### src/rtl/touch_frame_sync_pkg.sv
// Shared definitions for the touch_frame_sync slice: FSM state encoding, default
// thresholds/offsets and the TFT panel limits.
package touch_frame_sync_pkg;

  // Encoding is visible on the fsm_state debug port, so the values are fixed.
  typedef enum logic [1:0] {
    StIdle  = 2'd0,
    StDebP  = 2'd1,
    StTrack = 2'd2,
    StDebR  = 2'd3
  } touch_state_e;

  localparam int unsigned DefRawW     = 12;
  localparam int unsigned DefZThresh  = 256;
  localparam int unsigned DefXOffset  = 150;
  localparam int unsigned DefYOffset  = 300;
  localparam int unsigned DefShift    = 3;
  localparam int unsigned DefDebounce = 4;
  localparam int unsigned DefAvgLog2  = 2;

  // 480x272 panel
  localparam int unsigned DefXMax = 479;
  localparam int unsigned DefYMax = 271;

  localparam int unsigned DispXW = 10;
  localparam int unsigned DispYW = 9;

endpackage

### src/rtl/touch_calib.sv
// Per-axis calibration: saturating offset subtract, right shift to pixel scale,
// clamp to the largest legal pixel. Purely combinational.
//   avg  in   IN_W   averaged raw coordinate
//   pix  out  OUT_W  calibrated pixel coordinate, never above MAX
module touch_calib #(
  parameter int unsigned IN_W   = 12,
  parameter int unsigned OUT_W  = 10,
  parameter int unsigned OFFSET = 150,
  parameter int unsigned SHIFT  = 3,
  parameter int unsigned MAX    = 479
) (
  input  logic [IN_W-1:0]  avg,
  output logic [OUT_W-1:0] pix
);

  logic [IN_W-1:0] diff;
  logic [IN_W-1:0] scaled;

  always_comb begin
    diff   = (avg >= IN_W'(OFFSET)) ? (avg - IN_W'(OFFSET)) : '0;
    scaled = diff >> SHIFT;
    pix    = (scaled > IN_W'(MAX)) ? OUT_W'(MAX) : OUT_W'(scaled);
  end

endmodule

### src/rtl/touch_frame_sync.sv
// Turns raw touchpad samples into stable screen coordinates for the TFT driver.
// Debounces press/release, averages 2^AVG_LOG2 samples, calibrates them into a
// pending slot and only commits the pending slot to the display on new_frame.
//   cclk, reset            clock, synchronous active-high reset
//   sample_stb, raw_x/y/z  new raw sample strobe and data
//   new_frame              frame-start pulse from the TFT
//   disp_x/y, disp_valid   committed coordinates and active-touch flag
//   press_evt/release_evt  one-cycle debounced event pulses
//   fsm_state              current state, debug
module touch_frame_sync
  import touch_frame_sync_pkg::*;
#(
  parameter int unsigned RAW_W    = DefRawW,
  parameter int unsigned Z_THRESH = DefZThresh,
  parameter int unsigned X_OFFSET = DefXOffset,
  parameter int unsigned Y_OFFSET = DefYOffset,
  parameter int unsigned SHIFT    = DefShift,
  parameter int unsigned DEBOUNCE = DefDebounce,
  parameter int unsigned AVG_LOG2 = DefAvgLog2,
  parameter int unsigned X_MAX    = DefXMax,
  parameter int unsigned Y_MAX    = DefYMax
) (
  input  logic              cclk,
  input  logic              reset,
  input  logic              sample_stb,
  input  logic [RAW_W-1:0]  raw_x,
  input  logic [RAW_W-1:0]  raw_y,
  input  logic [RAW_W-1:0]  raw_z,
  input  logic              new_frame,
  output logic [DispXW-1:0] disp_x,
  output logic [DispYW-1:0] disp_y,
  output logic              disp_valid,
  output logic              press_evt,
  output logic              release_evt,
  output logic [1:0]        fsm_state
);

  localparam int unsigned AccW  = RAW_W + AVG_LOG2;
  localparam int unsigned DcntW = $clog2(DEBOUNCE + 1);
  localparam int unsigned ScntW = (AVG_LOG2 > 0) ? AVG_LOG2 : 1;
  localparam logic [DcntW-1:0] DcntLast = DcntW'(DEBOUNCE - 1);
  localparam logic [ScntW-1:0] ScntLast = ScntW'((1 << AVG_LOG2) - 1);

  touch_state_e      state_q, state_d;
  logic [DcntW-1:0]  dcnt_q, dcnt_d;
  logic [ScntW-1:0]  scnt_q, scnt_d;
  logic [AccW-1:0]   acc_x_q, acc_x_d, acc_y_q, acc_y_d;
  logic [DispXW-1:0] pend_x_q, disp_x_q, disp_x_d;
  logic [DispYW-1:0] pend_y_q, disp_y_q, disp_y_d;
  logic              pend_valid_q, pend_valid_d;
  logic              clr_pend_q, clr_pend_d;
  logic              disp_valid_q, disp_valid_d;
  logic              press_q, press_d, release_q, release_d;

  logic              touched, accumulate, pend_wr, clr_set;
  logic [AccW-1:0]   sum_x, sum_y;
  logic [RAW_W-1:0]  avg_x, avg_y;
  logic [DispXW-1:0] cal_x;
  logic [DispYW-1:0] cal_y;

  assign touched = (raw_z >= RAW_W'(Z_THRESH));
  // Average includes the sample arriving now, so the final strobe feeds calib directly.
  assign sum_x   = acc_x_q + AccW'(raw_x);
  assign sum_y   = acc_y_q + AccW'(raw_y);
  assign avg_x   = RAW_W'(sum_x >> AVG_LOG2);
  assign avg_y   = RAW_W'(sum_y >> AVG_LOG2);

  touch_calib #(
    .IN_W  (RAW_W),
    .OUT_W (DispXW),
    .OFFSET(X_OFFSET),
    .SHIFT (SHIFT),
    .MAX   (X_MAX)
  ) u_calib_x (
    .avg(avg_x),
    .pix(cal_x)
  );

  touch_calib #(
    .IN_W  (RAW_W),
    .OUT_W (DispYW),
    .OFFSET(Y_OFFSET),
    .SHIFT (SHIFT),
    .MAX   (Y_MAX)
  ) u_calib_y (
    .avg(avg_y),
    .pix(cal_y)
  );

  // Debounce FSM and sample accumulator.
  always_comb begin
    state_d    = state_q;
    dcnt_d     = dcnt_q;
    scnt_d     = scnt_q;
    acc_x_d    = acc_x_q;
    acc_y_d    = acc_y_q;
    accumulate = 1'b0;
    pend_wr    = 1'b0;
    press_d    = 1'b0;
    release_d  = 1'b0;
    clr_set    = 1'b0;
    if (sample_stb) begin
      unique case (state_q)
        StIdle: begin
          if (touched) begin
            state_d = StDebP;
            dcnt_d  = DcntW'(1);
          end
        end
        StDebP: begin
          if (!touched) begin
            state_d = StIdle;
          end else if (dcnt_q == DcntLast) begin
            state_d = StTrack;
            press_d = 1'b1;
            acc_x_d = '0;
            acc_y_d = '0;
            scnt_d  = '0;
          end else begin
            dcnt_d = dcnt_q + DcntW'(1);
          end
        end
        StTrack: begin
          if (touched) begin
            accumulate = 1'b1;
          end else begin
            state_d = StDebR;
            dcnt_d  = DcntW'(1);
          end
        end
        StDebR: begin
          if (touched) begin
            state_d    = StTrack;
            accumulate = 1'b1;
          end else if (dcnt_q == DcntLast) begin
            state_d   = StIdle;
            release_d = 1'b1;
            clr_set   = 1'b1;
            acc_x_d   = '0;
            acc_y_d   = '0;
            scnt_d    = '0;
          end else begin
            dcnt_d = dcnt_q + DcntW'(1);
          end
        end
        default: state_d = StIdle;
      endcase
    end
    if (accumulate) begin
      if (scnt_q == ScntLast) begin
        pend_wr = 1'b1;
        acc_x_d = '0;
        acc_y_d = '0;
        scnt_d  = '0;
      end else begin
        acc_x_d = sum_x;
        acc_y_d = sum_y;
        scnt_d  = scnt_q + ScntW'(1);
      end
    end
  end

  // Frame commit. Commit sees the pending slot as it was before this cycle's write,
  // so a value written alongside new_frame waits for the next frame.
  always_comb begin
    disp_x_d     = disp_x_q;
    disp_y_d     = disp_y_q;
    disp_valid_d = disp_valid_q;
    pend_valid_d = pend_valid_q;
    clr_pend_d   = clr_pend_q;
    if (new_frame) begin
      if (clr_pend_q) begin
        disp_valid_d = 1'b0;
        pend_valid_d = 1'b0;
        clr_pend_d   = 1'b0;
      end else if (pend_valid_q) begin
        disp_x_d     = pend_x_q;
        disp_y_d     = pend_y_q;
        disp_valid_d = 1'b1;
        pend_valid_d = 1'b0;
      end
    end
    if (pend_wr) pend_valid_d = 1'b1;
    if (clr_set) clr_pend_d = 1'b1;
  end

  always_ff @(posedge cclk) begin
    if (reset) begin
      state_q      <= StIdle;
      dcnt_q       <= '0;
      scnt_q       <= '0;
      acc_x_q      <= '0;
      acc_y_q      <= '0;
      pend_x_q     <= '0;
      pend_y_q     <= '0;
      pend_valid_q <= 1'b0;
      clr_pend_q   <= 1'b0;
      disp_x_q     <= '0;
      disp_y_q     <= '0;
      disp_valid_q <= 1'b0;
      press_q      <= 1'b0;
      release_q    <= 1'b0;
    end else begin
      state_q      <= state_d;
      dcnt_q       <= dcnt_d;
      scnt_q       <= scnt_d;
      acc_x_q      <= acc_x_d;
      acc_y_q      <= acc_y_d;
      if (pend_wr) begin
        pend_x_q <= cal_x;
        pend_y_q <= cal_y;
      end
      pend_valid_q <= pend_valid_d;
      clr_pend_q   <= clr_pend_d;
      disp_x_q     <= disp_x_d;
      disp_y_q     <= disp_y_d;
      disp_valid_q <= disp_valid_d;
      press_q      <= press_d;
      release_q    <= release_d;
    end
  end

  assign disp_x      = disp_x_q;
  assign disp_y      = disp_y_q;
  assign disp_valid  = disp_valid_q;
  assign press_evt   = press_q;
  assign release_evt = release_q;
  assign fsm_state   = state_q;

endmodule

### config.mk
export PLATFORM = sky130hd
export DESIGN_NAME = touch_frame_sync
export DESIGN_NICKNAME = d
export VERILOG_FILES = /design/src/rtl/touch_frame_sync_pkg.sv /design/src/rtl/touch_calib.sv /design/src/rtl/touch_frame_sync.sv
export SDC_FILE = /design/constraint.sdc
export NUM_CORES = 1
export LEC_CHECK = 0
export CORE_MARGIN = 1.5
export CORE_UTILIZATION = 49
export CTS_CLUSTER_DIAMETER = 80
export DETAILED_ROUTE_END_ITERATION = 8
export PLACE_DENSITY = 0.72
export SLEW_MARGIN = 20
export SYNTH_ARGS = -nofsm -noshare
export SYNTH_HDL_FRONTEND = slang
export SYNTH_SLANG_ARGS = --single-unit
### constraint.sdc
create_clock -name cclk -period 8.96 [get_ports cclk]
set_input_delay 1.792 -clock cclk [delete_from_list [all_inputs] [get_ports cclk]]
set_output_delay 1.792 -clock cclk [all_outputs]
set_load 0.01 [all_outputs]
# --- Word level (Yosys, flattened, before mapping) ---
# Cells that the tools add are included.
totals:
  ff_bits: 78
  latch_bits: 0
  ramBits: 0
  rom_bits: 0
  out_inout_bits: 24
  mem_count: 0
op_classes:
  addsub: 6
  mul: 0
  n_div: 0
  magnitude_cmp: 5
  n_eq_ne: 13
  n_shift: 0
  n_mux: 52
  bitwise: 4
  n_reduce_logical: 13
ops:
  columns: ["cell", "n"]
  rows:
  - ["2-to-1 mux 14 bit", 12]
  - ["case mux 14 bit (2 select lines)", 2]
  - ["adder 14 x 12 -> 14 bit", 2]
  - ["greater-or-equal comparator 12 x 9 -> 1 bit (second input constant)", 2]
  - ["2-to-1 mux 12 bit", 2]
  - ["2-to-1 mux 2 bit", 12]
  - ["> comparator 9 bit (second input constant)", 2]
  - ["2-to-1 mux 9 bit", 2]
  - ["2-to-1 mux 3 bit", 5]
  - ["2-to-1 mux 1 bit", 14]
  - ["greater-or-equal comparator 12 x 8 -> 1 bit (second input constant)", 1]
  - ["!= test 3 bit (second input constant)", 4]
  - ["case mux 3 bit (4 select lines)", 1]
  - ["subtractor 12 x 8 -> 12 bit (second input constant)", 1]
  - ["subtractor 12 x 9 -> 12 bit (second input constant)", 1]
  - ["AND reduction 5 bit", 2]
  - ["!= test 2 bit (second input constant)", 4]
  - ["case mux 2 bit (4 select lines)", 1]
  - ["nonzero test 2 bit", 4]
  - ["== test 2 bit (second input constant)", 3]
  - ["inverter 1 bit", 4]
  - ["case mux 2 bit (2 select lines)", 1]
  - ["AND reduction 4 bit", 1]
  - ["OR reduction 4 bit", 1]
  - ["9 further kinds", 9]

# --- Logic depth before layout (Yosys ltp) ---
depth:
  word_depth: 6
  mapped_depth: 15
  depth_no_buf: 15

# --- Modules after synthesis ---
# A second synthesis with hierarchy kept.
unflattened:
  hier_cells: 573
  hier_area_um2: 4579.4
by_module_without_submodules:
  columns: ["mod", "n_inst", "cells_per_inst", "area_per_inst_um2", "seq_area_each_um2"]
  rows:
  - ["touch_frame_sync", 1, 470, 3931.3, 1561.5]
  - ["touch_calib at u_calib_y", 1, 53, 339.1, 0.0]
  - ["touch_calib at u_calib_x", 1, 50, 309.0, 0.0]

# --- Least setup slack after synthesis ---
# No wires, ideal clock.
synth_path:
  path_kind: "in2reg"
  from: "input port raw_y[0]"
  to: "register pend_y_q[5]"
  setup_ns: 0.060
  t_arrival_ns: 4.389
  t_required_ns: 8.900
  slack_ns: 4.512
  cell_stages: 14
  n_path_buf: 0
  cell_sequence: "ha_1 > inv_1 > fa_1 > nor2b_4 > o21a_1 > or3_1 > and2_1 > ha_1 > nor4_1 > or3_1 > a21o_1 > nor2_2 > mux2i_2 > a41o_1"
synth_between:
  elab_chain_len: 5
  elab_cells_between_ends: 6
synth_rtl:
  columns: ["item", "line", "source"]
  rows:
  - ["start, declared", "touch_frame_sync.sv:27", "input logic [RAW_W-1:0] raw_y,"]
  - ["adder 14 x 12 -> 14 bit *", "touch_frame_sync.sv:64", "assign sum_y = acc_y_q + AccW'(raw_y);"]
  - ["subtractor 12 x 9 -> 12 bit or greater-or-equal comparator 12 x 9 -> 1 bit (tied branches)", "touch_calib.sv:20", "diff = (avg >= IN_W'(OFFSET)) ? (avg - IN_W'(OFFSET)) : '0;"]
  - ["2-to-1 mux 12 bit *", "touch_calib.sv:20", null]
  - ["> comparator 9 bit", "touch_calib.sv:22", "pix = (scaled > IN_W'(MAX)) ? OUT_W'(MAX) : OUT_W'(scaled);"]
  - ["2-to-1 mux 9 bit *", "touch_calib.sv:22", null]
  - ["end signal, assigned", "touch_frame_sync.sv:211", "pend_y_q <= cal_y;"]
  - ["end, declared", "touch_frame_sync.sv:49", "logic [DispYW-1:0] pend_y_q, disp_y_q, disp_y_d;"]
# Mark *: on every way between the ends. The rest lies on a longest branch, timed or not.
# A chain may end at the register's enable or synchronous reset.

# --- Worst setup path in the final report ---
# Same ends and word-level chain as after synthesis.

==> run metrics <==
number of hold violations in the final report 0; part of the total power dissipated in the clock network 39.8%; XOR/XNOR share of the synthesized area 4.01%; clock input transition at the sequential cells of the worst setup and hold paths ~0.090 ns; setup clock skew after layout 0.0156 ns; remaining antenna violation count after routing 0; Vert. Die Dim 102 um; via count 4367; highest attainable clock frequency 0.203 GHz; fraction of power spent switching nets a little over a quarter; Unique masters post-synth 77; CTS HTree Levels 3; placeable core area between 9000 and 10000 um^2; number of max-cap violations 0; normalized max-slew margin 40.2%; layout cell share with drive strength beyond 1 7.69%; GRT overflow 0; global-route wire length before repair 17.7 mm; result of the run complete, no violations; worst min path class reg2reg; count of input and output buffers 54; ant diodes 0; sequential fraction of the synthesis area 31.9%; reported net switching power 0.193 mW; count of flip-flops with a built-in enable after synthesis 0; share of power burned in registers between 40 and 50%; quantity of hold-fixing buffers added after cts 0; cell type with the highest occurrence count on the critical path sky130_fd_sc_hd__ha_1; worst path cell trace clkdlybuf4s50_1 -> ha_1 -> inv_1 -> fa_1 -> nor2b_4 -> o21a_1 -> o21ai_0 -> and2_1 -> ha_1 -> nor4_1 -> or3_1 -> a21o_1 -> nor2_2 -> mux2i_2 -> a41o_1; maximum number of pins on one net before global-route repair 82; area taken by flip-flops and latches 1520 um^2; count of final setup violators 0; leading cell type in the layout, fill and taps excluded sky130_fd_sc_hd__dfxtp_1; number of warnings reported in the yosys synthesis log 0; dominant combinational cell family by area after synthesis compound AO/OA/AOI/OAI gates; total routing usage reported by global routing 21.4%; leading cell types in the layout, fill and taps excluded sky130_fd_sc_hd__dfxtp_1, sky130_fd_sc_hd__nand2_1, sky130_fd_sc_hd__nor2_1, sky130_fd_sc_hd__a21oi_1, sky130_fd_sc_hd__clkdlybuf4s50_1; mapped cell area 4770 um^2; area growth from synthesis to layout 17.6%; CP Class in2reg; DRT iter0 DRCs 185; Total Neg Setup Slack 0 ns; element type at the critical path start input pin; Routability Congestion ~0.83; slew at the pin closest to its max-slew limit about 0.90 ns; category of cells accounting for the largest share of critical-path delay simple AND/OR/NAND/NOR gates; combined area of the multi-input logic cells 3100 um^2; share of synthesized area spent on multiplexers 1.34%; Worst path slowest cell sky130_fd_sc_hd__clkdlybuf4s50_1; final routed DRC violation total 0; I/O pin count 64; maximum cell stage delay along the critical path 0.46 ns; placed inst area 5400 um^2; detailed placement HPWL 7.66 mm; count of cells along the worst hold path 2; combinational group share of total power 11.9%; setup slack at placement 3.68 ns; number of filler cells placed in the layout 870; worst supply voltage drop on vdd 0.0000678 V; Pwr Density approximately 130 nW/um^2; number of buffers inserted by post-CTS setup repair 0; cell count after placement 750; Pre-Repair DR Iteration Count 5; async set-reset flop share out of synthesis 0%; CTS Buf Count 9; static power due to leakage between 2 and 2.5 nW; worst reg2reg path depth 14; largest fanout on the critical path 7; starting density of the core around half; Routed WL around 11 mm; Worst setup EP type flop; wire length per cell 13.9 um; final slew viol count 0; count of state elements after synthesis 76; Post-synth top flop sky130_fd_sc_hd__dfxtp_1; Min Clock Period, post-route about 4.9 ns; antenna violations before repair 0; Site Rows 35; Stages on worst setup path 15; number of standard cells after synthesis about 590; Synth Area in Compound Gates between 20% and 30%; buffers and inverters on the worst path 2; clock tree from TritonCTS yes; total nets after synthesis 657; number of global-route vias before repair 3811; area of the die 10300 um^2; post-route fraction of the period consumed by the critical path roughly 55%; buffers from clock root to sink, at most 2; Post-layout nets 702; Data arrival, critical path 5.22 ns; CTS root buffer sky130_fd_sc_hd__clkbuf_8; Via-to-Cell Ratio between 5 and 6; horizontal die dimension 102 um; Mean Syn Cell Area 8.13 um^2; min setup slack post-route 4.04 ns; Worst Path Required 9.27 ns; area share of fa/ha/maj cells after synthesis under 10%; post-route non-filler standard cell count 766; unrepaired setup endpoints after global routing no; post-cts gate resize count 0; Final Instance Area 5610 um^2; post-synthesis simple-gate area fraction 23.3%; cell internal power dissipation 0.510 mW; Worst-Skew Late Latency 0.37 ns; Sink Count 76
## sequential cells by signal, summed over array words and instances (netlist names), 2 cells and up, named ones only
register,cells
pend_x_q,9
dcnt_q,3
acc_y_q,14
pend_y_q,9
scnt_q,2
acc_x_q,14
disp_y,9
disp_x,9
## stage by stage
stage               hold WS (ns)  total power [mW]  util (%)
global route               0.472             0.730      60.2
CTS                        0.448             0.706      60.1
floorplan                  0.427             0.404         -
detailed placement         0.446             0.430      57.9
global placement           0.441             0.428      57.9
finish                     0.451             0.703      60.2
## cell type report
type / count / share of cell area, %
clock inverter: 7 / 1.49
clock buffer: 9 / 2.21
inverter: 18 / 1.20
timing repair buffer: 56 / 9.81
sequential: 76 / 27.1
tap: 129 / 2.88
multi-input combinational: 471 / 55.3
## cells by family (layout without fill, tap and decap cells)
group,after synthesis,in the layout
and+or+nand+nor,228,228
AOI/OAI and AO/OA,184,184
DFF,76,76
buffers and inverters,40,90
adders and majority gates,31,31
xor gates and xnor gates,21,21
muxes,6,6
other,1,1
## worst reg2reg max path: stages (launching register included)
cell and delay (ns):
sky130_fd_sc_hd__dfxtp_1 0.34, sky130_fd_sc_hd__ha_1 0.21, sky130_fd_sc_hd__inv_1 0.07, sky130_fd_sc_hd__fa_1 0.44
sky130_fd_sc_hd__nor2b_4 0.16, sky130_fd_sc_hd__o21a_1 0.13, sky130_fd_sc_hd__o21ai_0 0.14, sky130_fd_sc_hd__and2_1 0.20
sky130_fd_sc_hd__ha_1 0.22, sky130_fd_sc_hd__nor4_1 0.33, sky130_fd_sc_hd__or3_1 0.20, sky130_fd_sc_hd__a21o_1 0.18
sky130_fd_sc_hd__nor2_2 0.05, sky130_fd_sc_hd__mux2i_2 0.42, sky130_fd_sc_hd__a41o_1 0.23
## power groups by stage
stage,Sequential [mW],Clock (mW),Combinational (mW)
after CTS,0.339,0.284,0.0836
after global placement,0.347,0,0.0815
after floorplan,0.347,0,0.0565
after detailed placement,0.347,0,0.0832
after global routing,0.339,0.299,0.0918
final,0.339,0.280,0.0839
## per-layer routing
metal	vias up	share of wire (%)	track usage, %
met1	2018	49	29.5
met3	13	4.9	3.38
li1	2226	-	-
met2	110	45	34.2
met4	0	1.2	6.73
met5	-	0	0
## synthesized netlist by cell type, types with 7 or more instances
library cell,n,area share (%)
sky130_fd_sc_hd__clkbuf_1,21,1.7
sky130_fd_sc_hd__or3_1,8,1.0
sky130_fd_sc_hd__nor3_1,12,1.3
sky130_fd_sc_hd__nand2_1,75,5.9
sky130_fd_sc_hd__and2_1,8,1.0
sky130_fd_sc_hd__dfxtp_1,76,32
sky130_fd_sc_hd__nand2b_1,7,0.92
sky130_fd_sc_hd__a21o_1,11,1.7
sky130_fd_sc_hd__nor2_1,69,5.4
sky130_fd_sc_hd__a211oi_1,13,2.0
sky130_fd_sc_hd__o21ai_0,18,1.9
sky130_fd_sc_hd__xnor2_1,14,2.6
sky130_fd_sc_hd__ha_1,28,7.3
sky130_fd_sc_hd__o21ai_1,9,0.94
sky130_fd_sc_hd__inv_1,18,1.4
sky130_fd_sc_hd__a21oi_1,54,5.7
sky130_fd_sc_hd__a22oi_1,22,3.5
## worst paths after layout
kind                from     endpoint  slack, ns
max             raw_y[0]  pend_y_q[5]       4.04
min          pend_x_q[3]    disp_x[3]       0.45
max reg2reg   acc_y_q[0]  pend_y_q[5]       5.60
min reg2reg  pend_x_q[3]    disp_x[3]       0.45
Power figures use the tool's default switching activity.
